===== src/rtl/wb_slave_register.sv =====
// Wishbone B4 slave with a small bank of byte-lane-writable registers.
// Define WB_SLAVE_REGISTER_STALL_EN to add the stall_o output.
module wb_slave_register #(
   parameter int ADDR_WIDTH = 16,
   parameter int DATA_WIDTH = 32,
   parameter int GRANULE    = 8,
   parameter int NUM_REGS   = 8
) (
   input  logic                              clk_i,
   input  logic                              rst_i,
   input  logic [ADDR_WIDTH-1:0]             adr_i,
   input  logic [DATA_WIDTH-1:0]             dat_i,
   output logic [DATA_WIDTH-1:0]             dat_o,
   input  logic [(DATA_WIDTH/GRANULE)-1:0]   sel_i,
   input  logic                              we_i,
   input  logic                              cyc_i,
   input  logic                              stb_i,
   output logic                              ack_o,
`ifdef WB_SLAVE_REGISTER_STALL_EN
   output logic                              stall_o,
`endif
   output logic                              err_o
);

   localparam int SEL_WIDTH = DATA_WIDTH / GRANULE;
   localparam int LSB       = $clog2(SEL_WIDTH);
   localparam int IDXW      = ADDR_WIDTH - LSB;
   localparam int RIDX      = (NUM_REGS > 1) ? $clog2(NUM_REGS) : 1;

   logic [DATA_WIDTH-1:0] regs [NUM_REGS];
   logic [IDXW-1:0]       widx;
   logic [RIDX-1:0]       ridx;
   logic [DATA_WIDTH-1:0] rd_data;
   logic                  ack_q;
   logic                  err_q;
   logic                  busy;
   logic                  hit;
   logic                  accept;

   assign widx = adr_i[ADDR_WIDTH-1:LSB];
   assign ridx = widx[RIDX-1:0];
   assign hit  = (32'(widx) < 32'(NUM_REGS)) && (sel_i != '0);
   assign busy = ack_q | err_q;

`ifdef WB_SLAVE_REGISTER_STALL_EN
   assign stall_o = busy | ~rst_i;
   assign accept  = cyc_i & stb_i & ~stall_o;
`else
   assign accept  = cyc_i & stb_i & ~busy;
`endif

   // A master that drops cyc_i abandons its pending response.
   assign ack_o = ack_q & cyc_i;
   assign err_o = err_q & cyc_i;

   generate
      if (LSB > 0) begin : g_lsb
         logic unused_lsb;
         assign unused_lsb = ^adr_i[LSB-1:0];
      end
   endgenerate

   always_comb begin
      rd_data = '0;
      for (int k = 0; k < SEL_WIDTH; k++) begin
         if (sel_i[k]) begin
            rd_data[k*GRANULE +: GRANULE] = regs[ridx][k*GRANULE +: GRANULE];
         end
      end
   end

   always_ff @(posedge clk_i) begin
      if (!rst_i) begin
         for (int i = 0; i < NUM_REGS; i++) begin
            regs[i] <= '0;
         end
         ack_q <= 1'b0;
         err_q <= 1'b0;
         dat_o <= '0;
      end else begin
         ack_q <= accept & hit;
         err_q <= accept & ~hit;
         if (accept && hit && we_i) begin
            for (int k = 0; k < SEL_WIDTH; k++) begin
               if (sel_i[k]) begin
                  regs[ridx][k*GRANULE +: GRANULE] <= dat_i[k*GRANULE +: GRANULE];
               end
            end
         end
         if (accept && !we_i) begin
            dat_o <= hit ? rd_data : '0;
         end
      end
   end

endmodule


===== config.mk =====
export PLATFORM = sky130hd
export DESIGN_NAME = wb_slave_register
export DESIGN_NICKNAME = d
export VERILOG_FILES = /design/src/rtl/wb_slave_register.sv
export SDC_FILE = /design/constraint.sdc
export NUM_CORES = 1
export LEC_CHECK = 0
export CAP_MARGIN = 20
export CORE_ASPECT_RATIO = 1.25
export CORE_UTILIZATION = 51
export DETAILED_ROUTE_END_ITERATION = 7
export PLACE_DENSITY = 0.71
export SYNTH_ARGS = -nofsm -noshare
export SYNTH_HDL_FRONTEND = slang
export SYNTH_SLANG_ARGS = --single-unit

===== constraint.sdc =====
create_clock -name clk_i -period 4.15 [get_ports clk_i]
set_input_delay 0.415 -clock clk_i [delete_from_list [all_inputs] [get_ports clk_i]]
set_output_delay 0.415 -clock clk_i [all_outputs]
set_load 0.02 [all_outputs]

==> impl_results.md, run 1 <==
* Reg2reg setup slack at 1.23 ns
* CP startpoint kind: primary input
* Async SR Flop Fraction at 0%
* Final ANT Viol Nets at 0
* Root buf cell: clkbuf_16
* Dpl hpwl at 18.5 mm
* Vias in the first global route at 9239
* Cell area after synthesis at 13300 um2
* Post-CTS Hold Buffers at 0
* GR Overflow Total at 0
* Final Net Count at 1041
* Max-slew violation count at 0
* Synth cell types at 31
* Sequential share of power at 51.8%
* Fillcell total at 1969
* NetSw at 1.41 mW
* Hold EP: dat_o[30]$_SDFFE_PN0P_
* Finished Cell Area at 15400 um2
* FF-to-FF path depth at 5
* Drt pass-1 iters at 5
* Core Rows at 65
* Gr usage total at 24.9%
* Pin count of the biggest net entering global routing at 248
* Power Dens Cells at 411 nW/um2
* Register area share after synthesis at 63.0%
* Initial core utilization at 52.2%
* Multi-input logic area at 4450 um2
* RR Startpoint: ack_q$_SDFF_PN0_
* Hold crit path type: in -> reg
* Number of port buffers at 88
* Routability cong. at 0.751
* R2R Path End: regs[5][8]$_SDFFCE_PN0P_
* Routed len/inst at 24.5 um
* CTS tree: done
* Critical path capture point type: register
* Core Area at 25500 um2
* Mapped Cells at 944
* Final hold violations at 0
* I/O pins at 91
* Post-synth EDFFs at 256
* FF/Latch Area at 8370 um2
* Routed WL at 32.9 mm
* Placed cell areas at 14500 um2
* Post-route DRC at 0
* WP data arrival at 3.45 ns
* Leak pwr at 4.78 nW
* Slew margin rel. at 28.7%
* Initial DRC count at 801
* Outcome: complete, no violations
* FMAX at 0.336 GHz
* WHS Path Cells at 4
* Total number of vias at 8857
* CTS Buf Count at 28
* Top_reg_cell synth: edfxtp_1
* Sum Neg Setup Slack at 0 ns
* # diodes at 0
* Worst Tran Pin Value at 1.07 ns
* Syn avg cell area at 14.1 um2
* Max Buffers Root-to-Sink at 3
* Syn nets at 1001
* Area grow syn2layout at 16.0%
* Comb power frac at 8.0%
* Clock group share of total power at 40.2%
* Post-cts repair resize count at 0
* Final setup violation count at 0
* Maximum VDD drop at 0.000278 V
* Die Span Y at 183 um
* Die W at 146 um
* Share of cells above drive strength 1 at 20.1%
* DR vias/cell at 6.60
* Switching portion of total power at 22.3%
* Final Util at 60.6%
* MaxCap Viol Count at 0
* Critical Path RT at 4.62 ns
* Commonest non-fill, non-tap cells in the layout: nor4_1, edfxtp_1, clkdlybuf4s50_1
* First-pass GRT wire length at 51.2 mm
* Synthesized flop and latch total at 290
* CP Class: in -> reg
* Hold_sp: adr_i[2]
* Total power at 6.34 mW
* H-tree depth at 1
* Internal at 4.93 mW
* CTS Sinks at 290
* Minimum clock period at 2.98 ns
* CTS clk-pin slew, worst paths at 0.06 ns
* Final Cycle Share at 71.7%
* Die area at 26700 um2
* Unrepaired setup endpoints after global routing: false
* Latest clock arrival within the worst-skew pair at 0.54 ns
* Synth warn at 0
* Initial antenna violation count at 0
* Final Skew at 0.0152 ns
* Post-CTS Setup Bufs at 0
* Crit-path max FO at 247
==> power groups by stage <==
stage | Combinational, mW | Clock, mW | Sequential, mW
2_1_floorplan | 0.309 | 0 | 3.33
3_3_place_gp | 0.500 | 0 | 3.34
3_5_place_dp | 0.504 | 0 | 3.34
4_1_cts | 0.506 | 2.58 | 3.28
5_1_grt | 0.540 | 2.68 | 3.29
6_report | 0.509 | 2.55 | 3.28
==> sequential cells by signal, indices dropped and copies added, names as in the netlist <==
| signal | flops |
|---|---|
| err_q | 1 |
| ack_q | 1 |
| regs | 256 |
| dat_o | 32 |
==> worst max path at each step <==
| stage | endpoint | slack (ns) | cells after the start | startpoint |
|---|---|---|---|---|
| after floorplan | regs[0][10]$_SDFFCE_PN0P_ | 1.55 | 6 | we_i |
| after global placement | regs[5][28]$_SDFFCE_PN0P_ | 0.68 | 6 | adr_i[15] |
| after detailed placement | regs[5][27]$_SDFFCE_PN0P_ | 0.61 | 6 | adr_i[15] |
| after CTS | regs[5][26]$_SDFFCE_PN0P_ | 1.17 | 6 | adr_i[15] |
| after global routing | dat_o[20]$_SDFFE_PN0P_ | 1.04 | 6 | adr_i[15] |
| final | dat_o[21]$_SDFFE_PN0P_ | 1.17 | 6 | adr_i[15] |
==> metal layers <==
layer / global-route usage (%) / routed length (um) / vias up
met2: 43.5 / 17000 / 369
met3: 3.40 / 2250 / 58
li1: - / - / 3994
met1: 31.6 / 12900 / 4436
met4: 9.21 / 746 / 0
met5: 0 / 0 / -
==> Yosys cell counts, types with 2 or more instances <==
cell / number / area share, %
buf_1: 22 / 0.62
nor4_1: 256 / 12
o21ai_1: 5 / 0.19
nand2_1: 77 / 2.2
o21ai_0: 24 / 0.90
clkbuf_1: 91 / 2.6
mux2_2: 28 / 2.4
nand3_1: 2 / 0.075
nor2b_1: 4 / 0.19
buf_6: 2 / 0.17
nor4_2: 2 / 0.19
buf_2: 7 / 0.26
or4b_1: 4 / 0.30
nand3b_1: 2 / 0.11
edfxtp_1: 256 / 58
dfxtp_1: 34 / 5.1
mux4_2: 64 / 11
buf_4: 3 / 0.17
nor4b_2: 4 / 0.45
o21ai_2: 3 / 0.20
a22o_1: 32 / 2.1
nand2b_1: 8 / 0.38
and2_1: 6 / 0.28
==> worst max-delay path, cell delays in order <==
cell	delay, ns
clkdlybuf4s50_1	0.41
nor4_2	0.45
nand3_4	0.30
buf_12	0.41
nor4b_2	1.00
a22o_1	0.24
==> kinds of logic after synthesis <==
logic type             after synthesis  synth area share [%]
multiplexers                        92                  13.2
flip-flops                         290                  63.0
AND/OR/NAND/NOR                    370                  16.5
buffers and inverters              126                  3.82
AO/OA/AOI/OAI                       66                  3.52
==> through the flow <==
stage               hold slack, ns  worst slack (ns)  instances
floorplan                    0.599              1.55        944
global placement             0.460             0.678       1288
detailed placement           0.466             0.611       1288
CTS                          0.426              1.17       1340
global route                 0.458              1.04       1341
finish                       0.438              1.17       1341
==> area by class of cell <==
class | count | area share, %
flip-flops and latches | 290 | 54.3
clock inverters | 16 | 0.844
inverters | 1 | 0.0243
multi-input cells | 528 | 28.9
well taps | 335 | 2.72
clock buffers | 36 | 5.14
repair buffers | 135 | 8.13
No activity file was read; power rests on OpenSTA's default activity.
==> run 2: changes to the inputs <==
clock period = 2.9 ns   (was 4.15 ns; I/O delays follow)
==> impl_results.md, run 2 (synthesized netlist as in run 1, its figures left out) <==
* Share of cells above drive strength 1 at 20.0% (-0.099 points)
* Unrepaired setup endpoints after global routing: false
* Critical Path RT at 3.37 ns (-1.25 ns)
* Die W at 146 um (unchanged)
* Total number of vias at 8914 (+0.64%)
* Dpl hpwl at 18.5 mm (about the same)
* Worst Tran Pin Value at 0.991 ns (-0.0781 ns)
* Latest clock arrival within the worst-skew pair at 0.54 ns (about the same)
* DR vias/cell at 6.60 (-0.10%)
* # diodes at 0 (unchanged)
* Post-CTS Hold Buffers at 0 (unchanged)
* Gr usage total at 24.8% (-0.089 points)
* Final setup violation count at 0 (unchanged)
* Post-route DRC at 0 (unchanged)
* CP startpoint kind: primary input
* Drt pass-1 iters at 7 (+2)
* Core Rows at 65 (unchanged)
* Final Net Count at 1051 (+0.96%)
* Critical path capture point type: register
* Hold crit path type: in -> reg
* Commonest non-fill, non-tap cells in the layout: nor4_1, edfxtp_1, clkdlybuf4s50_1
* Area grow syn2layout at 16.9%
* Cells along the critical path: clkdlybuf4s50_1 > nor4_2 > nand3_4 > buf_4 > nor4b_2 > a22o_1
* Biggest regs: regs x256, dat_o x32
* Minimum clock period at 2.34 ns
* Post-cts repair resize count at 0 (unchanged)
* Core Area at 25500 um2 (unchanged)
* Final ANT Viol Nets at 0 (unchanged)
* Final Cycle Share at 80.6%
* CTS Buf Count at 29 (+3.6%)
* CP Class: in -> reg
* First-pass GRT wire length at 50.7 mm (-0.94%)
* Max reg flops at 256 (unchanged)
* Routability cong. at 0.753 (+0.27%)
* Post-CTS Setup Bufs at 0 (unchanged)
* Die Span Y at 183 um (unchanged)
* Initial DRC count at 782 (-2.4%)
* Slew margin rel. at 33.7% (+5.0 points)
* Internal at 7.18 mW (+46%)
* Comb power frac at 8.1% (about the same)
* NetSw at 1.99 mW (+41%)
* Power Dens Cells at 590 nW/um2 (+44%)
* Switching portion of total power at 21.7% (-0.54 points)
* Cell family with most CP delay: simple AND/OR/NAND/NOR gates
* Slowest stage cell, crit path: nor4b_2
* CTS clk-pin slew, worst paths at 0.06 ns (about the same)
* MaxCap Viol Count at 0 (unchanged)
* Die area at 26700 um2 (unchanged)
* Leak pwr at 4.84 nW (+1.2%)
* Routed len/inst at 24.2 um (-1.2%)
* Final hold violations at 0 (unchanged)
* Clock group share of total power at 40.7% (+0.5 points)
* Total power at 9.17 mW (+45%)
* Root buf cell: clkbuf_16
* CTS Sinks at 290 (unchanged)
* Sum Neg Setup Slack at 0 ns (unchanged)
* Crit path largest cell delay at 0.90 ns (-0.10 ns)
* Bufs and invs on worst path at 2 (unchanged)
* Initial core utilization at 52.2% (unchanged)
* FMAX at 0.428 GHz
* Final Skew at 0.0129 ns (-0.00225 ns)
* Max Buffers Root-to-Sink at 3 (unchanged)
* GR Overflow Total at 0 (unchanged)
* Vias in the first global route at 8999 (-2.6%)
* Pin count of the biggest net entering global routing at 215 (-13%)
* Reg with most FFs: regs
* Max-slew violation count at 0 (unchanged)
* Number of port buffers at 88 (unchanged)
* Initial antenna violation count at 0 (unchanged)
* CTS tree: done
* Routed WL at 32.7 mm (-0.50%)
* WP data arrival at 2.81 ns (-0.64 ns)
* I/O pins at 91 (unchanged)
* H-tree depth at 1 (unchanged)
* Sequential share of power at 51.2% (-0.6 points)
* Maximum VDD drop at 0.000508 V (+83%)
* Outcome: complete, no violations
* Crit-path max FO at 46 (-81%)
==> run 2: changes by cell type in the layout (fill, tap and decap cells not counted), sizes merged <==
cell	before	now
clkinvlp	2	0
buf	50	59
clkbuf	36	40
clkinv	12	9
bufinv	2	4
==> run 2: per-layer routing <==
metal,global-route usage (%),part of all wire (%),vias to the layer above
met5,0,0,-
met4,9.29,2.7,0
met3,3.00,7.1,67
met2,43.4,52,384
met1,31.6,39,4452
li1,-,-,4011
==> run 2: path summary, 6_finish.rpt <==
| kind | from | endpoint | slack [ns] | cells past startpoint |
|---|---|---|---|---|
| min reg2reg | dat_o[14]$_SDFFE_PN0P_ | dat_o[14]$_SDFFE_PN0P_ | 0.47 | 1 |
| min | adr_i[4] | dat_o[28]$_SDFFE_PN0P_ | 0.36 | 4 |
| max | adr_i[15] | dat_o[23]$_SDFFE_PN0P_ | 0.56 | 6 |
| max reg2reg | ack_q$_SDFF_PN0_ | regs[6][10]$_SDFFCE_PN0P_ | 0.57 | 5 |
==> run 2: stage by stage <==
step                      area (um2)  setup WS (ns)  utilization [%]  hold WS, ns  std cells
after global placement         14600         0.0207             57.4        0.461       1298
after floorplan                13300          0.424                -        0.474        944
after global routing           15500          0.417             61.1        0.369       1351
after detailed placement       14600        -0.0537             57.4        0.463       1298
final                          15500          0.562             61.1        0.365       1351
after CTS                      15500          0.507             61.1        0.352       1351
==> run 2: worst reg2reg max path: stages, from the launching register on <==
cell and delay (ns):
dfxtp_1 0.31, and4bb_2 0.39, nand2_4 0.13, or4b_1 0.75, o21ai_1 0.21, buf_4 0.23
==> run 2: area by class of cell <==
| type | instances | area [um2] |
|---|---|---|
| Timing Repair Buffer | 144 | 1360 |
| Tap cell | 335 | 419 |
| Inverter | 1 | 3.75 |
| Clock buffer | 40 | 777 |
| Multi-Input combinational cell | 528 | 4450 |
| Clock inverter | 13 | 158 |
| Sequential cell | 290 | 8370 |
| Fill cell | 1957 | 9910 |
==> run 2: power groups by stage <==
| stage | registers [mW] | logic, mW | clock network, mW |
|---|---|---|---|
| final | 4.70 | 0.746 | 3.73 |
| after global routing | 4.71 | 0.790 | 3.92 |
| after CTS | 4.70 | 0.749 | 3.77 |
| after detailed placement | 4.79 | 0.745 | 0 |
| after global placement | 4.78 | 0.738 | 0 |
| after floorplan | 4.77 | 0.442 | 0 |
==> run 3: changes to the inputs <==
PLACE_DENSITY = 0.73   (was 0.71)
clock period = 2.1 ns   (was 2.9 ns; I/O delays follow)
==> impl_results.md, run 3 (synthesized netlist as in run 1, its figures left out) <==
* Outcome: complete, no violations
* Worst Tran Pin Value at 1.06 ns (+0.0732 ns)
* GR Overflow Total at 0 (unchanged)
* Cells along the critical path: and4bb_4 > nand2_4 > or4b_1 > buf_6 > o21ai_2 > buf_6
* Reg with most FFs: regs
* RR Startpoint: ack_q$_SDFF_PN0_
* Comb power frac at 8.7% (+0.6 points)
* Max-slew violation count at 0 (unchanged)
* Hold_sp: rst_i
* Routed len/inst at 23.9 um (-1.2%)
* Maximum VDD drop at 0.000557 V (+9.6%)
* CTS Sinks at 290 (unchanged)
* Initial antenna violation count at 0 (unchanged)
* Post-route DRC at 0 (unchanged)
* Final Cycle Share at 98.5%
* CTS clk-pin slew, worst paths at 0.07 ns (about the same)
* Hold EP: regs[6][29]$_SDFFCE_PN0P_
* CP Class: reg -> reg
* Root buf cell: clkbuf_16
* Core Area at 25500 um2 (unchanged)
* Unrepaired setup endpoints after global routing: true
* Area grow syn2layout at 22.0%
* Critical Path RT at 2.34 ns (-1.03 ns)
* I/O pins at 91 (unchanged)
* # diodes at 0 (unchanged)
* Slew margin rel. at 29.0% (-4.7 points)
* Dpl hpwl at 19.3 mm (+4.1%)
* Vias in the first global route at 9051 (+0.58%)
* Number of port buffers at 88 (unchanged)
* Bufs and invs on worst path at 2 (unchanged)
* Gr usage total at 24.9% (+0.074 points)
* Post-CTS Hold Buffers at 0 (unchanged)
* R2R Path End: regs[3][19]$_SDFFCE_PN0P_
* Cell family with most CP delay: simple AND/OR/NAND/NOR gates
* WP data arrival at 2.31 ns (-0.50 ns)
* Latest clock arrival within the worst-skew pair at 0.54 ns (about the same)
* Max reg flops at 256 (unchanged)
* Final hold violations at 0 (unchanged)
* Final Util at 63.7% (+2.6 points)
* Power Dens Cells at 804 nW/um2 (+36%)
* Final ANT Viol Nets at 0 (unchanged)
* FMAX at 0.484 GHz
* Reg2reg setup slack at 0.03 ns (-0.54 ns)
* First-pass GRT wire length at 51.0 mm (+0.50%)
* Leak pwr at 5.13 nW (+5.8%)
* CTS Buf Count at 29 (unchanged)
* Fin cells at 1381 (+2.2%)
* Drt pass-1 iters at 4 (-3)
* Hold crit path type: in -> reg
* Switching portion of total power at 21.8% (+0.038 points)
* Slowest stage cell, crit path: or4b_1
* Pin count of the biggest net entering global routing at 113 (-47%)
* Total number of vias at 9023 (+1.2%)
* H-tree depth at 1 (unchanged)
* Initial core utilization at 52.2% (unchanged)
* Final setup violation count at 0 (unchanged)
* Die Span Y at 183 um (unchanged)
* Internal at 10.2 mW (+42%)
* Minimum clock period at 2.07 ns
* MaxCap Viol Count at 0 (unchanged)
* Most used cell, CP: buf_6
* CTS tree: done
* Routability cong. at 0.789 (+4.8%)
* Die area at 26700 um2 (unchanged)
* NetSw at 2.84 mW (+42%)
* Commonest non-fill, non-tap cells in the layout: nor4_1, edfxtp_1, clkdlybuf4s50_1
* Routed WL at 33.0 mm (+0.96%)
* # placed instances at 1328 (+2.3%)
* Die W at 146 um (unchanged)
* Clock group share of total power at 41.5% (+0.8 points)
* Total power at 13.0 mW (+42%)
* Share of cells above drive strength 1 at 25.4% (+5.4 points)
* WHS Path Cells at 3 (-1)
* FF-to-FF path depth at 6 (+1)
* CP startpoint kind: register
* Initial DRC count at 866 (+11%)
* WHS at 0.194 ns (-0.171 ns)
* Final Skew at 0.0105 ns (-0.00236 ns)
* Fillcell total at 1829 (-6.5%)
* Max Buffers Root-to-Sink at 3 (unchanged)
* Sequential share of power at 49.8% (-1.4 points)
* Final Net Count at 1082 (+2.9%)
* Core Rows at 65 (unchanged)
* Crit path largest cell delay at 0.52 ns (-0.38 ns)
* Crit-path max FO at 8 (-83%)
* DR vias/cell at 6.53 (-0.98%)
* Biggest regs: regs x256, dat_o x32
* Critical path capture point type: register
-- run 3: layout make-up --
class                   instances  area, um2  share of cell area, %
clock inverters                16        234                   1.44
multi-input cells             528       4630                   28.6
repair buffers                175       1800                   11.1
flip-flops and latches        290       8370                   51.6
clock buffers                  36        752                   4.64
inverters                       1       3.75                 0.0232
well taps                     335        419                   2.59
-- run 3: worst max-delay path by stage --
stage / from / endpoint / slack (ns) / cells after the start
global placement: adr_i[15] / regs[4][3]$_SDFFCE_PN0P_ / -0.46 / 8
finish: ack_q$_SDFF_PN0_ / regs[3][19]$_SDFFCE_PN0P_ / 0.03 / 6
detailed placement: we_i / regs[0][4]$_SDFFCE_PN0P_ / -0.49 / 7
CTS: err_q$_SDFF_PN0_ / regs[7][14]$_SDFFCE_PN0P_ / -0.01 / 6
global route: ack_q$_SDFF_PN0_ / regs[1][14]$_SDFFCE_PN0P_ / -0.004 / 5
floorplan: we_i / regs[0][16]$_SDFFCE_PN0P_ / -0.10 / 6
-- run 3: power by group through the flow --
| stage | sequential [mW] | combinational (mW) | clock (mW) |
|---|---|---|---|
| after floorplan | 6.59 | 0.628 | 0 |
| after global placement | 6.60 | 1.09 | 0 |
| after detailed placement | 6.61 | 1.10 | 0 |
| after CTS | 6.49 | 1.11 | 5.45 |
| after global routing | 6.50 | 1.20 | 5.65 |
| final | 6.49 | 1.14 | 5.41 |
-- run 3: tightest hold or removal path, stage by stage --
cell	delay, ns
buf_2	0.18
o21ai_4	0.09
buf_12	0.13
-- run 3: per-layer routing --
| metal | GRT usage, % | up-vias | routed length, um |
|---|---|---|---|
| li1 | - | 4074 | - |
| met3 | 3.25 | 71 | 2230 |
| met5 | 0 | - | 0 |
| met2 | 42.1 | 372 | 16900 |
| met4 | 9.75 | 0 | 1020 |
| met1 | 32.7 | 4506 | 12900 |
-- run 3: what timing repair did --
item / in CTS / in global routing
gates resized for setup: 13 / 25
setup buffers: 0 / 1
endpoints found under the setup margin: 150 / 229
pin swaps: 1 / 4
-- run 3: per-stage QoR --
step,area [um2],worst slack (ns),TNS (ns)
2_1_floorplan,13400,-0.103,-14.94
3_3_place_gp,15100,-0.459,-147.96
3_5_place_dp,15100,-0.486,-161.47
4_1_cts,16100,-0.0124,-0.154
5_1_grt,16200,-0.00366,-0.0310
6_report,16200,0.0323,0
